[src/rtl/uart_pkg.sv]
// uart_pkg: shared state encoding and frame constants for the buffer-fed UART transmitter
package uart_pkg;
  typedef enum logic [2:0] {IDLE, POP, LOAD, START, DATA, STOP} tx_state_t;
  localparam int UART_DATA_BITS = 8;
endpackage

[src/rtl/uart_baud_counter.sv]
// uart_baud_counter: counts clk cycles within one serial bit, pulsing bit_end on the last one
module uart_baud_counter #(
  parameter int CLKS_PER_BIT = 16
) (
  input  logic clk,
  input  logic rst,
  input  logic clear,
  output logic bit_end
);
  localparam int W = $clog2(CLKS_PER_BIT);
  logic [W-1:0] cnt;
  assign bit_end = cnt == W'(CLKS_PER_BIT - 1);
  always_ff @(posedge clk)
    cnt <= (rst || clear || bit_end) ? '0 : cnt + 1'b1;
endmodule

[src/rtl/buffer_uart_tx.sv]
// buffer_uart_tx: pops bytes from the circular buffer and sends each as an 8N1 UART frame
module buffer_uart_tx
  import uart_pkg::*;
#(
  parameter int CLKS_PER_BIT = 16,
  parameter int CNT_WIDTH    = 16
) (
  input  logic                 clk,
  input  logic                 rst,
  input  logic                 tx_enable,
  input  logic                 fifo_empty,
  input  logic [7:0]           fifo_rd_data,
  output logic                 fifo_rd_en,
  output logic                 tx,
  output logic                 busy,
  output logic                 frame_done,
  output logic [CNT_WIDTH-1:0] bytes_sent
);
  localparam int BW = $clog2(UART_DATA_BITS);
  tx_state_t state;
  logic [UART_DATA_BITS-1:0] shift_reg;
  logic [BW-1:0] bit_idx;
  logic bit_end;
  // The single-cycle states hold the counter at zero so every serial bit starts from a fresh count
  uart_baud_counter #(.CLKS_PER_BIT(CLKS_PER_BIT)) baud (
    .clk(clk),
    .rst(rst),
    .clear(state == IDLE || state == POP || state == LOAD),
    .bit_end(bit_end)
  );
  assign busy       = state != IDLE;
  assign fifo_rd_en = state == POP;
  assign frame_done = state == STOP && bit_end;
  always_ff @(posedge clk) begin
    if (rst) begin
      state      <= IDLE;
      tx         <= 1'b1;
      shift_reg  <= '0;
      bit_idx    <= '0;
      bytes_sent <= '0;
    end else begin
      case (state)
        IDLE: state <= (tx_enable && !fifo_empty) ? POP : IDLE;
        POP:  state <= LOAD;
        LOAD: begin
          shift_reg <= fifo_rd_data;
          tx        <= 1'b0;
          state     <= START;
        end
        START: if (bit_end) begin
          tx      <= shift_reg[0];
          bit_idx <= '0;
          state   <= DATA;
        end
        DATA: if (bit_end) begin
          if (bit_idx == BW'(UART_DATA_BITS - 1)) begin
            tx    <= 1'b1;
            state <= STOP;
          end else begin
            tx        <= shift_reg[1];
            shift_reg <= shift_reg >> 1;
            bit_idx   <= bit_idx + 1'b1;
          end
        end
        STOP: if (bit_end) begin
          bytes_sent <= bytes_sent + 1'b1;
          state      <= (tx_enable && !fifo_empty) ? POP : IDLE;
        end
        default: state <= IDLE;
      endcase
    end
  end
endmodule

[config.mk]
export PLATFORM = sky130hd
export DESIGN_NAME = buffer_uart_tx
export DESIGN_NICKNAME = d
export VERILOG_FILES = /design/src/rtl/uart_pkg.sv /design/src/rtl/uart_baud_counter.sv /design/src/rtl/buffer_uart_tx.sv
export SDC_FILE = /design/constraint.sdc
export NUM_CORES = 1
export LEC_CHECK = 0
export ABC_CLOCK_PERIOD_IN_PS = 3900
export BUFFER_PORTS_ARGS = -buffer_cell sky130_fd_sc_hd__buf_2
export CAP_MARGIN = 20
export CORE_MARGIN = 1
export CORE_UTILIZATION = 45
export DETAILED_ROUTE_END_ITERATION = 10
export GPL_TIMING_DRIVEN = 1
export PLACE_DENSITY_LB_ADDON = 0.3
export SLEW_MARGIN = 40
export SYNTH_ARGS = -nofsm -noshare
export SYNTH_HDL_FRONTEND = slang
export SYNTH_SLANG_ARGS = --single-unit
[constraint.sdc]
create_clock -name clk -period 3.9 [get_ports clk]
set_input_delay 0.585 -clock clk [delete_from_list [all_inputs] [get_ports clk]]
set_output_delay 0.585 -clock clk [all_outputs]
set_load 0.1 [all_outputs]
==> results.json <==
{
  "synth_area_per_cell_um2": 8.91,
  "hold_viol": 0,
  "n_fill_cell": 338,
  "routed-via-count": 1438,
  "fin_tns_setup_ns": 0,
  "syn_nets": 207,
  "synth_edf_count": 0,
  "numClockSinks": 35,
  "ys_ff_latch": 35,
  "cp_data_required_time_ns": 3.31,
  "routed_wl_um": 3350,
  "synthAdderAreaFrac_pct": 2.94,
  "hpwl_um": 2220,
  "via_per_inst": 5.47,
  "worst_slew_pin_slew_ns": 0.606,
  "max-cap-violations": 0,
  "start_util_pct": 49.1,
  "drt_iter0_drc": 91,
  "synth_compound_area_share_pct": 17.6,
  "cts_buffer_depth": 2,
  "grt_max_degree": 35,
  "cts_setup_buffers": 0,
  "final_cell_mix": "35 x dfxtp_1, 31 x buf_2, 23 x nor2_1, 17 x a21oi_1, 9 x mux2i_1",
  "insertion_delay_ns": 0.30,
  "synth_warnings": 0,
  "fp.dieArea_um2": 4030,
  "relSlewSlack_pct": 59.6,
  "hold_class": "reg -> reg",
  "synthArstFlopShare_pct": 0,
  "largest_reg_flops": 16,
  "area_growth_pct": 14.0,
  "final_common_cell": "dfxtp_1",
  "portBuffers": 31,
  "rsz0062_at_grt": "no",
  "die_w_um": 63.5,
  "yosys.area_share.simple_pct": 22.7,
  "syn_area_um2": 1700,
  "multi_input_area_um2": 926,
  "clkTransAtPathRegs_ns": 0.06,
  "drive_above_1_share_pct": 18.9,
  "seq_area_um2": 701,
  "crit_chain": "clkinv_1 > nor3_1 > buf_2",
  "grt_first_pass_wirelength_um": 5690,
  "cp-start-kind": "flip-flop",
  "crit_path_top_delay_cell": "dfxtp_1",
  "fin_skew_ns": 0.00596,
  "crit_family": "buffers and inverters",
  "hold_buffers": 0,
  "ys_seq_area_share_pct": 41.2,
  "post-route-period-util_pct": 68.8,
  "critical_path_class": "reg -> out",
  "pin_count": 32,
  "synth-main-ff-cell": "dfxtp_1",
  "drc_errors": 0,
  "grt_pass1_vias": 1273,
  "slowest_delay_ns": 0.57,
  "grt_use_total_pct": 18.5,
  "muxShareOfSynthArea_pct": 5.96,
  "wl_per_cell_um": 12.7,
  "vdd_drop_max_uv": 228,
  "synth_cells": 191,
  "antenna_found_initial": 0,
  "cts_root_buffer": "clkbuf_8",
  "grt.overflow.total": 0,
  "fmax_ghz": 0.372,
  "core_um2": 3470,
  "num_antenna_cells": 0,
  "cts_tree": "yes",
  "drtPass1Iterations": 4,
  "fin_total_pwr_uw": 700,
  "setup_violations": 0,
  "ys_types": 38,
  "cts_resized": 0,
  "maxSlewViolCount": 0,
  "nets": 232,
  "arrival_ns": 2.10,
  "p_leak_nw": 0.812,
  "critPathCaptureType": "primary output",
  "powerDensity_nw_per_um2": 361,
  "synth_top_family_by_area": "simple AND/OR/NAND/NOR gates",
  "num_rows": 21,
  "status": "finished clean",
  "crit_path_max_fanout": 17,
  "path_buf_inv": 2,
  "htreeDepth": 2,
  "fin_crit_ns": 2.68,
  "synth-xor-area-share_pct": 5.15,
  "numCtsBuffers": 5,
  "die_h_um": 63.5,
  "ant_nets": 0,
  "gp_congestion": 0.786
}
-- cells in the mapped netlist, types with 2 or more instances --
cell type / number / area, µm²
dfxtp_1: 35 / 701
nor2_1: 23 / 86.3
a21oi_1: 17 / 85.1
mux2i_1: 9 / 90.1
a311oi_1: 7 / 61.3
clkbuf_1: 7 / 26.3
nand3_1: 7 / 35.0
buf_2: 6 / 30.0
nand2_1: 6 / 22.5
o21ai_0: 6 / 30.0
xnor2_1: 5 / 43.8
xor2_1: 5 / 43.8
ha_1: 4 / 50.1
inv_1: 4 / 15.0
nand4_1: 4 / 25.0
nor3_1: 4 / 20.0
o31ai_1: 4 / 30.0
or3_1: 4 / 25.0
or4_1: 4 / 30.0
nand2b_1: 3 / 18.8
nor4_1: 3 / 18.8
a2111oi_0: 2 / 17.5
a22oi_1: 2 / 15.0
and3_1: 2 / 12.5
and4_1: 2 / 17.5
nor2b_1: 2 / 12.5
nor4b_1: 2 / 17.5
o21bai_1: 2 / 15.0
-- power by group --
part           total [mW]  internal [mW]  switching [mW]
sequential          0.376          0.367         0.00985
combinational      0.0677         0.0212          0.0465
clock               0.256          0.125           0.131
total               0.700          0.513           0.187
-- per-stage QoR --
stage          cell area (µm²)  utilization [%]  hold WS (ns)  setup slack (ns)  cells
3_3_place_gp              1860             53.6         0.432              1.58    255
5_1_grt                   1940             55.9         0.473              1.08    263
4_1_cts                   1940             55.9         0.452              1.22    263
3_5_place_dp              1860             53.6         0.437              1.55    255
6_report                  1940             55.9         0.448              1.22    263
2_1_floorplan             1700                -         0.418             0.119    191
-- kinds of logic after synthesis --
logic type | after synthesis
adder cells (fa/ha/maj) | 4
buffers and inverters | 18
XOR/XNOR | 10
AND/OR/NAND/NOR | 70
multiplexers | 10
flip-flops | 35
AO/OA/AOI/OAI | 44
-- final cells by class --
class,count,share of cell area (%)
multi-input cells,138,47.7
clock inverters,1,0.258
clock buffers,7,3.94
well taps,46,2.97
repair buffers,31,8.00
inverters,5,0.968
flip-flops and latches,35,36.1
-- path summary, 6_finish.rpt --
path	from	to	slack, ns	cells after the start
worst min-delay path	baud.cnt[0]	baud.cnt[0]	0.45	1
worst min register to register	baud.cnt[0]	baud.cnt[0]	0.45	1
worst max-delay path	state[0]	fifo_rd_en	1.22	3
worst max register to register	baud.cnt[0]	bytes_sent[15]	1.63	5
-- routing by layer --
metal / wire length (µm) / GRT usage, %
met5: 0 / 0
met4: 91 / 12.8
met3: 127 / 4.89
met2: 1500 / 28.6
met1: 1630 / 22.0
(Power assumes the default switching activity.)
